`src/rtl/psram_arb_pkg.sv`:
```
// psram_arb_pkg
// Shared definitions for the PSRAM round-robin arbiter: FSM state encoding,
// bus widths, the error read-data pattern and a small index-to-one-hot helper.
// No ports (package).
package psram_arb_pkg;

  localparam int ADDR_W = 32;
  localparam int DATA_W = 32;
  localparam int STRB_W = 4;
  localparam int IDX_W  = 2;

  // Read data returned to a requester whose transaction hit the watchdog
  localparam logic [DATA_W-1:0] ERR_RDATA = 32'hFFFF_FFFF;

  typedef enum logic [1:0] {
    ST_IDLE = 2'd0,
    ST_BUSY = 2'd1,
    ST_RESP = 2'd2
  } state_e;

  // Requester index to a 4-bit one-hot vector (callers slice to NUM_REQ)
  function automatic logic [3:0] idx_onehot(input logic [IDX_W-1:0] idx);
    logic [3:0] oh;
    oh = 4'b0001 << idx;
    return oh;
  endfunction

endpackage

```
`src/rtl/psram_arb_if.sv`:
```
// psram_arb_if
// Bundles the requester-side native bus, the PSRAM controller port and the
// error/status signals of the arbiter.
//   req_valid_i/addr/wdata/wstrb : packed per-requester request fields
//   req_ready_o/req_rdata_o      : one-hot completion pulse and read data
//   mem_*                        : single downstream PSRAM controller port
//   err_o/err_id_o/err_clr_i     : sticky watchdog error flag, id and clear
// Modport master is the arbiter's view; slave is the surrounding SoC's view.
interface psram_arb_if
  import psram_arb_pkg::*;
#(
  parameter int NUM_REQ = 2
);

  logic [NUM_REQ-1:0]        req_valid_i;
  logic [NUM_REQ*ADDR_W-1:0] req_addr_i;
  logic [NUM_REQ*DATA_W-1:0] req_wdata_i;
  logic [NUM_REQ*STRB_W-1:0] req_wstrb_i;
  logic [NUM_REQ-1:0]        req_ready_o;
  logic [DATA_W-1:0]         req_rdata_o;

  logic                      mem_valid_o;
  logic [ADDR_W-1:0]         mem_addr_o;
  logic [DATA_W-1:0]         mem_wdata_o;
  logic [STRB_W-1:0]         mem_wstrb_o;
  logic                      mem_ready_i;
  logic [DATA_W-1:0]         mem_rdata_i;

  logic                      err_o;
  logic [IDX_W-1:0]          err_id_o;
  logic                      err_clr_i;

  modport master (
    input  req_valid_i, req_addr_i, req_wdata_i, req_wstrb_i,
    input  mem_ready_i, mem_rdata_i, err_clr_i,
    output req_ready_o, req_rdata_o,
    output mem_valid_o, mem_addr_o, mem_wdata_o, mem_wstrb_o,
    output err_o, err_id_o
  );

  modport slave (
    output req_valid_i, req_addr_i, req_wdata_i, req_wstrb_i,
    output mem_ready_i, mem_rdata_i, err_clr_i,
    input  req_ready_o, req_rdata_o,
    input  mem_valid_o, mem_addr_o, mem_wdata_o, mem_wstrb_o,
    input  err_o, err_id_o
  );

endinterface

```
`src/rtl/psram_arb_rr_pick.sv`:
```
// rr_pick
// Combinational round-robin selector. Scans the request vector starting at
// (last_i + 1) mod NUM_REQ, wrapping, and returns the first requester found.
//   req_i  : request bits, one per requester
//   last_i : index of the previously served requester
//   any_o  : at least one request is pending
//   idx_o  : selected requester index (0 when any_o is low)
module rr_pick
  import psram_arb_pkg::*;
#(
  parameter int NUM_REQ = 2
) (
  input  logic [NUM_REQ-1:0] req_i,
  input  logic [IDX_W-1:0]   last_i,
  output logic               any_o,
  output logic [IDX_W-1:0]   idx_o
);

  logic [3:0] req_pad_s;

  assign req_pad_s = 4'(req_i);

  // Scan the priority order backwards so the earliest hit overwrites the rest
  always_comb begin
    logic [IDX_W-1:0] cand_s;
    any_o  = |req_i;
    idx_o  = 2'd0;
    cand_s = 2'd0;
    for (int i = NUM_REQ - 1; i >= 0; i--) begin
      cand_s = 2'((int'(last_i) + 1 + i) % NUM_REQ);
      idx_o  = req_pad_s[cand_s] ? cand_s : idx_o;
    end
  end

endmodule

```
`src/rtl/psram_arb.sv`:
```
// psram_arb
// Shares one PSRAM controller port between up to four native-bus requesters.
// A round-robin pick in IDLE latches the winner's address/data/strobes, BUSY
// presents them downstream until mem_ready_i or the watchdog expires, and RESP
// returns a one-cycle ready pulse with the captured (or error) read data.
//   clk_i, rst_i : clock, synchronous active-high reset
//   bus          : psram_arb_if master modport (requesters, memory, error)
module psram_arb
  import psram_arb_pkg::*;
#(
  parameter int NUM_REQ = 2,
  parameter int TIMEOUT = 256
) (
  input  logic        clk_i,
  input  logic        rst_i,
  psram_arb_if.master bus
);

  state_e              state_r, state_nx_s;
  logic [IDX_W-1:0]    grant_r, grant_nx_s;
  logic [IDX_W-1:0]    last_grant_r, last_grant_nx_s;
  logic [15:0]         wdog_r, wdog_nx_s;
  logic [ADDR_W-1:0]   addr_r, addr_nx_s;
  logic [DATA_W-1:0]   wdata_r, wdata_nx_s;
  logic [STRB_W-1:0]   wstrb_r, wstrb_nx_s;
  logic                mem_valid_r, mem_valid_nx_s;
  logic [NUM_REQ-1:0]  ready_r, ready_nx_s;
  logic [DATA_W-1:0]   rdata_r, rdata_nx_s;
  logic                err_r, err_nx_s;
  logic [IDX_W-1:0]    err_id_r, err_id_nx_s;

  logic                pick_any_s;
  logic [IDX_W-1:0]    pick_idx_s;
  logic [3:0]          grant_oh_s;

  // Fields unpacked into 4-entry arrays so a 2-bit index always fits
  logic [ADDR_W-1:0]   addr_arr_s  [4];
  logic [DATA_W-1:0]   wdata_arr_s [4];
  logic [STRB_W-1:0]   wstrb_arr_s [4];

  for (genvar k = 0; k < 4; k++) begin : g_unpack
    if (k < NUM_REQ) begin : g_live
      assign addr_arr_s[k]  = bus.req_addr_i[ADDR_W*k +: ADDR_W];
      assign wdata_arr_s[k] = bus.req_wdata_i[DATA_W*k +: DATA_W];
      assign wstrb_arr_s[k] = bus.req_wstrb_i[STRB_W*k +: STRB_W];
    end else begin : g_pad
      assign addr_arr_s[k]  = 32'h0000_0000;
      assign wdata_arr_s[k] = 32'h0000_0000;
      assign wstrb_arr_s[k] = 4'h0;
    end
  end

  rr_pick #(
    .NUM_REQ (NUM_REQ)
  ) u_rr_pick (
    .req_i  (bus.req_valid_i),
    .last_i (last_grant_r),
    .any_o  (pick_any_s),
    .idx_o  (pick_idx_s)
  );

  assign grant_oh_s = idx_onehot(grant_r);

  // Next-state and next-output logic for the IDLE/BUSY/RESP sequence
  always_comb begin
    state_nx_s      = state_r;
    grant_nx_s      = grant_r;
    last_grant_nx_s = last_grant_r;
    wdog_nx_s       = wdog_r;
    addr_nx_s       = addr_r;
    wdata_nx_s      = wdata_r;
    wstrb_nx_s      = wstrb_r;
    mem_valid_nx_s  = 1'b0;
    ready_nx_s      = '0;
    rdata_nx_s      = rdata_r;
    err_nx_s        = err_r & ~bus.err_clr_i;
    err_id_nx_s     = err_id_r;

    case (state_r)
      ST_IDLE: begin
        if (pick_any_s) begin
          grant_nx_s     = pick_idx_s;
          addr_nx_s      = addr_arr_s[pick_idx_s];
          wdata_nx_s     = wdata_arr_s[pick_idx_s];
          wstrb_nx_s     = wstrb_arr_s[pick_idx_s];
          wdog_nx_s      = 16'd0;
          mem_valid_nx_s = 1'b1;
          state_nx_s     = ST_BUSY;
        end else begin
          state_nx_s     = ST_IDLE;
        end
      end
      ST_BUSY: begin
        // A real completion on the last watchdog cycle still counts as success
        if (bus.mem_ready_i) begin
          rdata_nx_s = bus.mem_rdata_i;
          ready_nx_s = grant_oh_s[NUM_REQ-1:0];
          state_nx_s = ST_RESP;
        end else if (wdog_r == 16'(TIMEOUT - 1)) begin
          rdata_nx_s  = ERR_RDATA;
          err_nx_s    = 1'b1;
          err_id_nx_s = grant_r;
          ready_nx_s  = grant_oh_s[NUM_REQ-1:0];
          state_nx_s  = ST_RESP;
        end else begin
          wdog_nx_s      = wdog_r + 16'd1;
          mem_valid_nx_s = 1'b1;
          state_nx_s     = ST_BUSY;
        end
      end
      ST_RESP: begin
        last_grant_nx_s = grant_r;
        state_nx_s      = ST_IDLE;
      end
      default: begin
        state_nx_s = ST_IDLE;
      end
    endcase
  end

  // State and output registers; last_grant resets so requester 0 wins first
  always_ff @(posedge clk_i) begin
    if (rst_i) begin
      state_r      <= ST_IDLE;
      grant_r      <= 2'd0;
      last_grant_r <= 2'(NUM_REQ - 1);
      wdog_r       <= 16'd0;
      addr_r       <= 32'h0000_0000;
      wdata_r      <= 32'h0000_0000;
      wstrb_r      <= 4'h0;
      mem_valid_r  <= 1'b0;
      ready_r      <= '0;
      rdata_r      <= 32'h0000_0000;
      err_r        <= 1'b0;
      err_id_r     <= 2'd0;
    end else begin
      state_r      <= state_nx_s;
      grant_r      <= grant_nx_s;
      last_grant_r <= last_grant_nx_s;
      wdog_r       <= wdog_nx_s;
      addr_r       <= addr_nx_s;
      wdata_r      <= wdata_nx_s;
      wstrb_r      <= wstrb_nx_s;
      mem_valid_r  <= mem_valid_nx_s;
      ready_r      <= ready_nx_s;
      rdata_r      <= rdata_nx_s;
      err_r        <= err_nx_s;
      err_id_r     <= err_id_nx_s;
    end
  end

  assign bus.req_ready_o = ready_r;
  assign bus.req_rdata_o = rdata_r;
  assign bus.mem_valid_o = mem_valid_r;
  assign bus.mem_addr_o  = addr_r;
  assign bus.mem_wdata_o = wdata_r;
  assign bus.mem_wstrb_o = wstrb_r;
  assign bus.err_o       = err_r;
  assign bus.err_id_o    = err_id_r;

endmodule

```
`src/flat_wrapper.sv`:
```
// flat-port wrapper written by rule: the top's interface ports become plain ports
module psram_arb_flat import psram_arb_pkg::*;
#(
  parameter int NUM_REQ = 2,
  parameter int TIMEOUT = 256
)
  (clk_i, rst_i, bus_req_valid_i, bus_req_addr_i, bus_req_wdata_i, bus_req_wstrb_i, bus_mem_ready_i, bus_mem_rdata_i, bus_err_clr_i, bus_req_ready_o, bus_req_rdata_o, bus_mem_valid_o, bus_mem_addr_o, bus_mem_wdata_o, bus_mem_wstrb_o, bus_err_o, bus_err_id_o);
  psram_arb_if #(.NUM_REQ(NUM_REQ)) bus_i ();
  input  logic clk_i;
  input  logic rst_i;
  input wire logic [$bits(bus_i.req_valid_i)-1:0] bus_req_valid_i;
  input wire logic [$bits(bus_i.req_addr_i)-1:0] bus_req_addr_i;
  input wire logic [$bits(bus_i.req_wdata_i)-1:0] bus_req_wdata_i;
  input wire logic [$bits(bus_i.req_wstrb_i)-1:0] bus_req_wstrb_i;
  input wire logic [$bits(bus_i.mem_ready_i)-1:0] bus_mem_ready_i;
  input wire logic [$bits(bus_i.mem_rdata_i)-1:0] bus_mem_rdata_i;
  input wire logic [$bits(bus_i.err_clr_i)-1:0] bus_err_clr_i;
  output wire logic [$bits(bus_i.req_ready_o)-1:0] bus_req_ready_o;
  output wire logic [$bits(bus_i.req_rdata_o)-1:0] bus_req_rdata_o;
  output wire logic [$bits(bus_i.mem_valid_o)-1:0] bus_mem_valid_o;
  output wire logic [$bits(bus_i.mem_addr_o)-1:0] bus_mem_addr_o;
  output wire logic [$bits(bus_i.mem_wdata_o)-1:0] bus_mem_wdata_o;
  output wire logic [$bits(bus_i.mem_wstrb_o)-1:0] bus_mem_wstrb_o;
  output wire logic [$bits(bus_i.err_o)-1:0] bus_err_o;
  output wire logic [$bits(bus_i.err_id_o)-1:0] bus_err_id_o;
  assign bus_i.req_valid_i = bus_req_valid_i;
  assign bus_i.req_addr_i = bus_req_addr_i;
  assign bus_i.req_wdata_i = bus_req_wdata_i;
  assign bus_i.req_wstrb_i = bus_req_wstrb_i;
  assign bus_i.mem_ready_i = bus_mem_ready_i;
  assign bus_i.mem_rdata_i = bus_mem_rdata_i;
  assign bus_i.err_clr_i = bus_err_clr_i;
  assign bus_req_ready_o = bus_i.req_ready_o;
  assign bus_req_rdata_o = bus_i.req_rdata_o;
  assign bus_mem_valid_o = bus_i.mem_valid_o;
  assign bus_mem_addr_o = bus_i.mem_addr_o;
  assign bus_mem_wdata_o = bus_i.mem_wdata_o;
  assign bus_mem_wstrb_o = bus_i.mem_wstrb_o;
  assign bus_err_o = bus_i.err_o;
  assign bus_err_id_o = bus_i.err_id_o;
  psram_arb #(.NUM_REQ(NUM_REQ), .TIMEOUT(TIMEOUT)) u_core (.clk_i(clk_i), .rst_i(rst_i), .bus(bus_i));
endmodule
```
`config.mk`:
```
export PLATFORM = sky130hd
export DESIGN_NAME = psram_arb_flat
export DESIGN_NICKNAME = d
export VERILOG_FILES = /design/src/rtl/psram_arb_pkg.sv /design/src/rtl/psram_arb_if.sv /design/src/rtl/psram_arb_rr_pick.sv /design/src/rtl/psram_arb.sv /design/src/flat_wrapper.sv
export SDC_FILE = /design/constraint.sdc
export NUM_CORES = 1
export LEC_CHECK = 0
export CORE_MARGIN = 10
export CORE_UTILIZATION = 26
export CTS_CLUSTER_DIAMETER = 50
export DETAILED_ROUTE_END_ITERATION = 8
export GPL_ROUTABILITY_DRIVEN = 0
export SETUP_SLACK_MARGIN = 0.3
export SLEW_MARGIN = 20
export SYNTH_ARGS = -nofsm -noshare
export SYNTH_HDL_FRONTEND = slang
export SYNTH_SLANG_ARGS = --single-unit
export TNS_END_PERCENT = 1
```
`constraint.sdc`:
```
create_clock -name clk_i -period 1.9 [get_ports clk_i]
set_input_delay 0.19 -clock clk_i [delete_from_list [all_inputs] [get_ports clk_i]]
set_output_delay 0.19 -clock clk_i [all_outputs]
set_load 0.02 [all_outputs]
```
==> results of run 1 <==
==> repair_timing <==
| item | in CTS | in global routing |
|---|---|---|
| resized for setup | 13 | 13 |
| pin swaps | 3 | 6 |
| cloned | 0 | 1 |
| setup endpoints to repair | 92 | 175 |
| buffers inserted | 5 | 4 |
==> where the power goes <==
group	internal, mW	switching [mW]
Combinational	1.04	0.960
Sequential	2.83	0.118
Clock	2.10	1.24
Total	5.97	2.32
==> final cells by class <==
class	instances	area, um^2	area share, %
Clock inverter	14	170	1.75
Multi-Input combinational cell	378	2840	29.2
Clock buffer	18	439	4.51
Antenna cell	1	2.50	0.0257
Timing Repair Buffer	333	3300	33.9
Tap cell	275	344	3.53
Inverter	38	143	1.46
Sequential cell	124	2500	25.6
==> per-stage QoR <==
| stage | power [mW] | area, um^2 |
|---|---|---|
| finish | 8.29 | 9740 |
| global route | 8.68 | 9730 |
| CTS | 8.41 | 9630 |
| detailed placement | 4.99 | 8940 |
| global placement | 4.98 | 8940 |
| floorplan | 3.90 | 5600 |
==> Yosys cell counts, types with 3 or more instances <==
library cell	n	area share (%)
a211oi_1	71	9.6
o31ai_1	3	0.40
buf_1	6	0.40
a41oi_1	3	0.47
a311oi_1	8	1.3
nand2_1	10	0.67
mux2i_1	68	12
nand2b_1	3	0.34
buf_2	7	0.63
inv_1	38	2.6
buf_6	6	1.2
and3_1	3	0.34
nand4_1	5	0.56
nor2_1	108	7.3
o21ai_0	5	0.45
dfxtp_1	124	44
nand3_1	9	0.81
a21oi_1	7	0.63
buf_4	3	0.40
a211oi_2	29	6.5
or3_1	3	0.34
clkbuf_1	29	2.0
a31oi_1	3	0.34
==> state kept, by name, indices dropped and copies added (netlist names) <==
signal                  cells
u_core.grant_r              1
u_core.last_grant_r         1
u_core.bus.err_o            1
u_core.bus.req_ready_o      2
u_core.bus.req_rdata_o     32
u_core.bus.err_id_o         1
u_core.bus.mem_wstrb_o      4
u_core.bus.mem_wdata_o     32
u_core.bus.mem_addr_o      32
u_core.wdog_r              16
u_core.state_r              2
==> cells in the final DEF (no fill, tap or decap), types with 3 or more instances in the layout <==
| cell type | Yosys | routed |
|---|---|---|
| o21ai_0 | 5 | 5 |
| nand4_1 | 5 | 5 |
| nand3_1 | 9 | 9 |
| mux2i_1 | 68 | 68 |
| clkinv_2 | 0 | 3 |
| bufinv_16 | 0 | 3 |
| clkbuf_16 | 0 | 17 |
| a21oi_1 | 7 | 7 |
| dfxtp_1 | 124 | 119 |
| clkdlybuf4s50_1 | 0 | 276 |
| buf_4 | 3 | 46 |
| a211oi_2 | 29 | 31 |
| clkinvlp_4 | 0 | 4 |
| inv_1 | 38 | 38 |
| a211oi_1 | 71 | 69 |
| clkinv_4 | 0 | 3 |
| nor2_1 | 108 | 107 |
| or3_1 | 3 | 3 |
| a31oi_1 | 3 | 3 |
| buf_12 | 0 | 8 |
| nand2_1 | 10 | 10 |
| dfxtp_4 | 0 | 3 |
| a311oi_2 | 1 | 7 |
==> metal layers <==
metal  global-route usage [%]  up-vias
met5                        0        -
met2                     22.8      206
li1                         -     2735
met1                     15.6     2438
met3                     7.15        9
met4                     4.24        0
==> logic make-up (layout without fill, tap and decap cells) <==
kind of cell             Yosys count  in the layout
AND/OR/NAND/NOR                  161            161
AO/OA/AOI/OAI                    146            147
flip-flops                       124            124
buffers and inverters             89            403
multiplexers                      68             68
adder cells (fa/ha/maj)            1              1
other                              1              2
==> worst max-delay path: stages (launching register included) <==
cell      delay, ns
dfxtp_2        0.35
nor4_4         0.31
buf_4          0.18
a41oi_2        0.15
nand2b_4       0.21
buf_8          0.17
a211oi_2       0.24
==> worst max-delay path by stage <==
stage,startpoint,slack [ns],end
final,u_core.wdog_r[10],0.20,u_core.bus.req_rdata_o[31]
after global routing,u_core.wdog_r[10],0.14,u_core.wdog_r[11]
after CTS,u_core.state_r[0],0.24,u_core.bus.mem_wdata_o[21]
after detailed placement,bus_mem_ready_i,-0.05,u_core.wdog_r[5]
after global placement,bus_mem_ready_i,-0.01,u_core.wdog_r[5]
after floorplan,u_core.wdog_r[0],0.28,u_core.wdog_r[7]
==> results.sh, run 1 <==
export IMPL_clock_path_buffers=2
export IMPL_finalWirelength_um=20400
export IMPL_ys_flop_type="dfxtp_1"
export IMPL_area_growth_pct=74.5
export IMPL_synth_compound_area_share_pct=22.4
export IMPL_grt_pass1_vias=5406
export IMPL_path_clk_slew_ns=0.06
export IMPL_fmax_ghz=0.589
export IMPL_avgSynthCellArea_um2=9.46
export IMPL_die_area_um2=27700
export IMPL_ys_seq_area_share_pct=44.5
export IMPL_hp_start="rst_i"
export IMPL_post_route_min_period_ns=1.70
export IMPL_vias=5388
export IMPL_rows=53
export IMPL_drv_cap=0
export IMPL_yosys_warnings=0
export IMPL_wl_met1_um=8300
export IMPL_synthSimpleGateAreaFrac_pct=13.5
export IMPL_syn_nets=765
export IMPL_timing_rr_end="u_core.bus.req_rdata_o[31]"
export IMPL_hold_ws_ns=0.326
export IMPL_cp_arrival_ns=2.02
export IMPL_routed_via_density=4.56
export IMPL_io_pins=280
export IMPL_cp_required_ns=2.23
export IMPL_slew_violations=0
export IMPL_drc=0
export IMPL_fp_dieH_um=167
export IMPL_ff2ff_path_depth=6
export IMPL_drive_gt1_share_pct=16.4
export IMPL_htree_levels=4
export IMPL_ys_types=53
export IMPL_fin_ws_ns=0.202
export IMPL_p_leak_nw=3.57
export IMPL_drt_iter0_drc=241
export IMPL_initial_core_util_pct=26.5
export IMPL_layout_nets=1067
export IMPL_finalCritPeriodShare_pct=89.4
export IMPL_synth_top_family_by_area="compound AO/OA/AOI/OAI gates"
export IMPL_synthXorXnorAreaFrac_pct=0
export IMPL_critPathCaptureType="flop"
export IMPL_slew_headroom_pct=51.2
export IMPL_dr_wl_met3_um=2080
export IMPL_cts_hold_buf=0
export IMPL_first_pass_iters=4
export IMPL_overflow=0
export IMPL_top_layer="met4"
export IMPL_grt_pass1_wl_um=31300
export IMPL_die_w_um=167
export IMPL_setup_viol=0
export IMPL_fin_skew_ns=0.00819
export IMPL_hold_viol=0
export IMPL_final_util_pct=46.2
export IMPL_wl_met2_um=9890
export IMPL_peakVddDrop_v=0.000463
export IMPL_critPathKind="reg -> reg"
export IMPL_rsz0062_at_grt="true"
export IMPL_tightestPinTransition_ns=0.732
export IMPL_core_area_um2=21100
export IMPL_synthAdderAreaFrac_pct=0.224
export IMPL_tns_ns=0
export IMPL_p_per_area_nw_per_um2=851
export IMPL_syn_area_um2=5580
export IMPL_synth_area_mux_share_pct=12.2
export IMPL_crit_fanout=14
export IMPL_place_inst=1138
export IMPL_cts_buffers=17
export IMPL_ant_nets=0
export IMPL_cts_tree="done"
export IMPL_io_buffers=278
export IMPL_r2r_start="u_core.wdog_r[10]"
export IMPL_pre_cts_ws_ns=-0.0481
export IMPL_syn_inst=590
export IMPL_start_kind="flop"
export IMPL_grt_util_all_layers_pct=14.0
export IMPL_hp_class="in -> reg"
export IMPL_status="completed"
export IMPL_async_flop_share_pct=0
export IMPL_min_to="u_core.bus.err_o"
export IMPL_grt_start_max_net_pins=64
export IMPL_final_fill_count=2033
export IMPL_clk_insertion_delay_late_ns=0.41
export IMPL_synth_edf_count=0
export IMPL_clock_root_buffer="clkbuf_16"
export IMPL_r2r_slack_ns=0.20
export IMPL_dp_hpwl_um=15400
export IMPL_cts_sinks=124
export IMPL_hold_depth=2
export IMPL_routedWlPerCell_um=17.3
export IMPL_ys_ff_latch=124
export IMPL_fin_cells=1181
export IMPL_antenna_found_initial=1
Power figures use the tool's default switching activity.
==> run 2: changes to the inputs <==
- GPL_TIMING_DRIVEN: unset -> 0
- SKIP_CTS_REPAIR_TIMING: unset -> 1
==> run 2 against run 1 <==
- via count up 1.8%
- routed wire length increased by 9.4%
- clock skew increased by 0.0011 ns
- maximum frequency down 4.8%
- critical path depth unchanged
- clock-buffer cell count up 1
- global-route usage increased by 1.6 points
- critical endpoint is now u_core.wdog_r[5]
- worst setup slack lost 0.087 ns
- first-iteration DRC count increased by 15%
- cell count stayed put
==> results.sh, run 2 (same netlist as run 1, synthesis figures left out) <==
export IMPL_final_util_pct=45.6
export IMPL_routed_via_density=4.65
export IMPL_drive_gt1_share_pct=14.5
export IMPL_area_growth_pct=72.4
export IMPL_critPathCaptureType="flop"
export IMPL_fmax_ghz=0.560
export IMPL_finalWirelength_um=22400
export IMPL_hold_ws_ns=0.374
export IMPL_peakVddDrop_v=0.000481
export IMPL_grt_start_max_net_pins=17
export IMPL_post_route_min_period_ns=1.78
export IMPL_core_area_um2=21100
export IMPL_grt_pass1_vias=5728
export IMPL_htree_levels=4
export IMPL_io_buffers=278
export IMPL_cts_buffers=17
export IMPL_antenna_found_initial=1
export IMPL_cpPeakStageDelay_ns=0.40
export IMPL_grt_util_all_layers_pct=15.6
export IMPL_layout_nets=1067
export IMPL_path_cells="ha_4 > and3_1 > buf_4 > a41oi_4 > a41oi_1 > a311oi_2"
export IMPL_io_pins=280
export IMPL_grt_pass1_wl_um=34300
export IMPL_first_pass_iters=4
export IMPL_final_cell_mix="clkdlybuf4s50_1 (278), dfxtp_1 (119), nor2_1 (108), a211oi_1 (71), mux2i_1 (68)"
export IMPL_initial_core_util_pct=26.5
export IMPL_vias=5487
export IMPL_rows=53
export IMPL_hold_viol=0
export IMPL_start_kind="flop"
export IMPL_cts_sinks=124
export IMPL_status="completed"
export IMPL_routedWlPerCell_um=18.9
export IMPL_drv_cap=0
export IMPL_die_w_um=167
export IMPL_p_leak_nw=3.52
export IMPL_slew_headroom_pct=54.1
export IMPL_hp_class="in -> reg"
export IMPL_finalCritPeriodShare_pct=93.9
export IMPL_p_per_area_nw_per_um2=895
export IMPL_cp_arrival_ns=2.11
export IMPL_fp_dieH_um=167
export IMPL_die_area_um2=27700
export IMPL_drc=0
export IMPL_cts_tree="done"
export IMPL_ant_nets=0
export IMPL_slew_violations=0
export IMPL_overflow=0
export IMPL_clock_root_buffer="clkbuf_16"
export IMPL_cp_required_ns=2.23
export IMPL_clock_path_buffers=2
export IMPL_dp_hpwl_um=17500
export IMPL_layout_commonest_cell="clkdlybuf4s50_1"
export IMPL_crit_fanout=9
export IMPL_path_clk_slew_ns=0.06
export IMPL_tightestPinTransition_ns=0.685
export IMPL_clk_insertion_delay_late_ns=0.42
export IMPL_setup_viol=0
export IMPL_fin_skew_ns=0.00931
export IMPL_drt_iter0_drc=276
export IMPL_critPathKind="reg -> reg"
export IMPL_crit_slowest_cell="a41oi_4"
export IMPL_rsz0062_at_grt="true"
==> run 2: metrics by stage <==
stage          TNS, ns  setup WS (ns)  cell area, um^2  instances  power, mW
2_1_floorplan        0          0.277             5600        590       3.90
3_3_place_gp    -57.72         -0.705             8730       1143       4.97
3_5_place_dp    -57.68         -0.709             8730       1143       4.98
4_1_cts         -20.07         -0.303             9400       1175       8.70
5_1_grt              0         0.0458             9620       1180       9.00
6_report             0          0.115             9620       1181       8.61
==> run 2: worst max-delay path, delay by kind of cell, from the launching register on <==
kind,cells,cell delay [ns]
adders and majority gates,1,0.16
DFF,1,0.36
AOI/OAI and AO/OA,3,0.86
buffers and inverters,1,0.16
and+or+nand+nor,1,0.16
==> run 2: routing by layer <==
layer / wire length [um] / GRT usage [%]
met4: 245 / 4.35
met5: 0 / 0
met1: 9540 / 18.2
met3: 1880 / 6.38
met2: 10700 / 25.8
==> run 2: cell type report <==
class | count | area (um^2)
inverters | 38 | 143
multi-input cells | 377 | 2800
diodes | 1 | 2.50
fillers | 2072 | 11500
clock buffers | 19 | 453
clock inverters | 13 | 214
repair buffers | 283 | 2820
well taps | 275 | 344
flip-flops and latches | 124 | 2500
plain buffers | 51 | 350
==> run 2: where the power goes <==
group / total (mW) / leakage, nW / switching, mW / internal [mW]
logic: 2.00 / 2.17 / 0.996 / 1.00
clock network: 3.66 / 0.320 / 1.26 / 2.41
registers: 2.95 / 1.03 / 0.124 / 2.83
total: 8.61 / 3.52 / 2.38 / 6.24
==> run 2: final timing paths <==
kind | slack [ns] | cells after the start | startpoint | to
max | 0.12 | 6 | u_core.wdog_r[0] | u_core.wdog_r[5]
min | 0.37 | 3 | bus_mem_rdata_i[31] | u_core.bus.req_rdata_o[31]
max reg2reg | 0.12 | 6 | u_core.wdog_r[0] | u_core.wdog_r[5]
min reg2reg | 0.45 | 2 | u_core.bus.req_rdata_o[31] | u_core.bus.req_rdata_o[31]
==> run 3: changes to the inputs <==
- CORE_UTILIZATION: 26 -> 37
- GPL_TIMING_DRIVEN: 0 -> unset
- PLACE_DENSITY: unset -> 0.78
==> run 3 against run 2 <==
- maximum frequency rose by 2.9%
- non-clock buffer count fell by 2
- die area fell by 26%
- routed wire length fell by 9.3%
- critical endpoint is now u_core.wdog_r[14]
==> results.sh, run 3 (same netlist as run 1, synthesis figures left out) <==
export IMPL_critPathLaunch="u_core.wdog_r[1]"
export IMPL_layout_commonest_cell="clkdlybuf4s50_1"
export IMPL_internal_power_mw=5.96
export IMPL_overflow=0
export IMPL_peakVddDrop_v=0.000608
export IMPL_rsz0062_at_grt="true"
export IMPL_insertedDiodeCount=0
export IMPL_grt_util_all_layers_pct=17.9
export IMPL_cp_arrival_ns=2.01
export IMPL_p_per_area_nw_per_um2=856
export IMPL_htree_levels=4
export IMPL_grt_pass1_wl_um=28800
export IMPL_final_util_pct=65.7
export IMPL_ff2ff_path_depth=6
export IMPL_rows=44
export IMPL_core_area_um2=14600
export IMPL_swShare_pct=27.6
export IMPL_p_comb_share_pct=24.6
export IMPL_hp_class="in -> reg"
export IMPL_clk_insertion_delay_late_ns=0.42
export IMPL_timing_rr_end="u_core.wdog_r[14]"
export IMPL_cpLargestDelayFamily="compound AO/OA/AOI/OAI gates"
export IMPL_place_inst=1044
export IMPL_area_growth_pct=72.4
export IMPL_start_kind="flop"
export IMPL_setup_viol=0
export IMPL_initial_core_util_pct=38.1
export IMPL_layout_nets=1066
export IMPL_multi_input_area_um2=2820
export IMPL_endpoint="u_core.wdog_r[14]"
export IMPL_seq_power_share_pct=35.8
export IMPL_path_clk_slew_ns=0.05
export IMPL_antenna_found_initial=0
export IMPL_fmax_ghz=0.576
export IMPL_finalCritPeriodShare_pct=91.3
export IMPL_cp_required_ns=2.18
export IMPL_worst_path_buf_inv=1
export IMPL_cts_buffers=17
export IMPL_p_clk_share_pct=39.6
export IMPL_crit_slowest_cell="dfxtp_2"
export IMPL_hold_viol=0
export IMPL_drive_gt1_share_pct=15.6
export IMPL_cts_sinks=124
export IMPL_drc=0
export IMPL_final_fill_count=1187
export IMPL_post_route_min_period_ns=1.73
export IMPL_crit_fanout=5
export IMPL_dp_hpwl_um=15000
export IMPL_p_leak_nw=3.59
export IMPL_path_cells="ha_4 > and3_2 > buf_4 > nand2_1 > o31ai_2 > a311oi_2"
export IMPL_drt_iter0_drc=415
export IMPL_clock_path_buffers=2
export IMPL_critPathCaptureType="flop"
export IMPL_switchingPower_mw=2.27
export IMPL_die_w_um=143
export IMPL_r2r_start="u_core.wdog_r[1]"
export IMPL_slew_violations=0
export IMPL_critPathKind="reg -> reg"
export IMPL_die_area_um2=20400
export IMPL_ant_nets=0
export IMPL_vias=5558
export IMPL_first_pass_iters=4
export IMPL_r2r_slack_ns=0.17
export IMPL_seq_area_um2=2500
export IMPL_status="completed"
export IMPL_cts_tree="done"
export IMPL_fin_cells=1088
export IMPL_routedWlPerCell_um=18.6
export IMPL_grt_pass1_vias=5360
export IMPL_io_buffers=278
export IMPL_routed_via_density=5.11
export IMPL_cpPeakStageDelay_ns=0.38
export IMPL_drv_cap=0
export IMPL_final_cell_mix="clkdlybuf4s50_1 (277), dfxtp_1 (119), nor2_1 (108), mux2i_1 (68), a211oi_1 (68)"
export IMPL_fp_dieH_um=143
export IMPL_fin_skew_ns=0.00614
export IMPL_io_pins=280
export IMPL_critical_path_depth=6
export IMPL_finalWirelength_um=20300
export IMPL_grt_start_max_net_pins=65
export IMPL_clock_root_buffer="clkbuf_16"
-- run 3: power by group through the flow --
stage / registers, mW / clock network [mW] / logic (mW)
final: 2.95 / 3.26 / 2.02
after global routing: 2.97 / 3.43 / 2.17
after CTS: 2.95 / 3.30 / 1.99
after detailed placement: 3.00 / 0 / 1.98
after global placement: 2.99 / 0 / 1.96
after floorplan: 3.27 / 0 / 0.634
-- run 3: stage by stage --
step / area (um^2) / TNS (ns) / hold slack, ns / setup slack [ns] / power, mW
after floorplan: 5600 / 0 / 0.361 / 0.277 / 3.90
after global placement: 8790 / 0 / 0.442 / 0.0123 / 4.96
after detailed placement: 8790 / -0.0791 / 0.446 / -0.0482 / 4.98
after CTS: 9380 / 0 / 0.196 / 0.0500 / 8.24
after global routing: 9620 / 0 / 0.252 / 0.0809 / 8.58
final: 9620 / 0 / 0.223 / 0.165 / 8.23
-- run 3: worst reg2reg max path: stages (launching register included) --
cell	delay [ns]
dfxtp_2	0.38
ha_4	0.15
and3_2	0.27
buf_4	0.15
nand2_1	0.16
o31ai_2	0.34
a311oi_2	0.15
-- run 3: metal layers --
metal,vias up,share of wire (%),global-route usage (%)
met5,-,0,0
met4,0,2.5,7.00
met3,33,9.4,9.05
met2,237,50,29.8
met1,2549,38,19.1
li1,2739,-,-
-- run 3: cell type report --
type | count | share of cell area [%]
Timing Repair Buffer | 332 | 34.6
Multi-Input combinational cell | 378 | 29.4
Sequential cell | 124 | 25.9
Clock buffer | 22 | 5.05
Tap cell | 184 | 2.39
Inverter | 38 | 1.48
Clock inverter | 10 | 1.16
-- run 3: worst min path at each step --
| stage | start | end | slack [ns] | cells past startpoint |
|---|---|---|---|---|
| 6_report | rst_i | u_core.grant_r[0] | 0.22 | 2 |
| 5_1_grt | rst_i | u_core.bus.err_o | 0.25 | 2 |
| 4_1_cts | rst_i | u_core.grant_r[0] | 0.20 | 2 |
| 3_5_place_dp | u_core.bus.req_rdata_o[0] | u_core.bus.req_rdata_o[0] | 0.45 | 2 |
| 3_3_place_gp | u_core.bus.req_rdata_o[0] | u_core.bus.req_rdata_o[0] | 0.44 | 2 |
| 2_1_floorplan | bus_err_clr_i | u_core.bus.err_o | 0.36 | 3 |
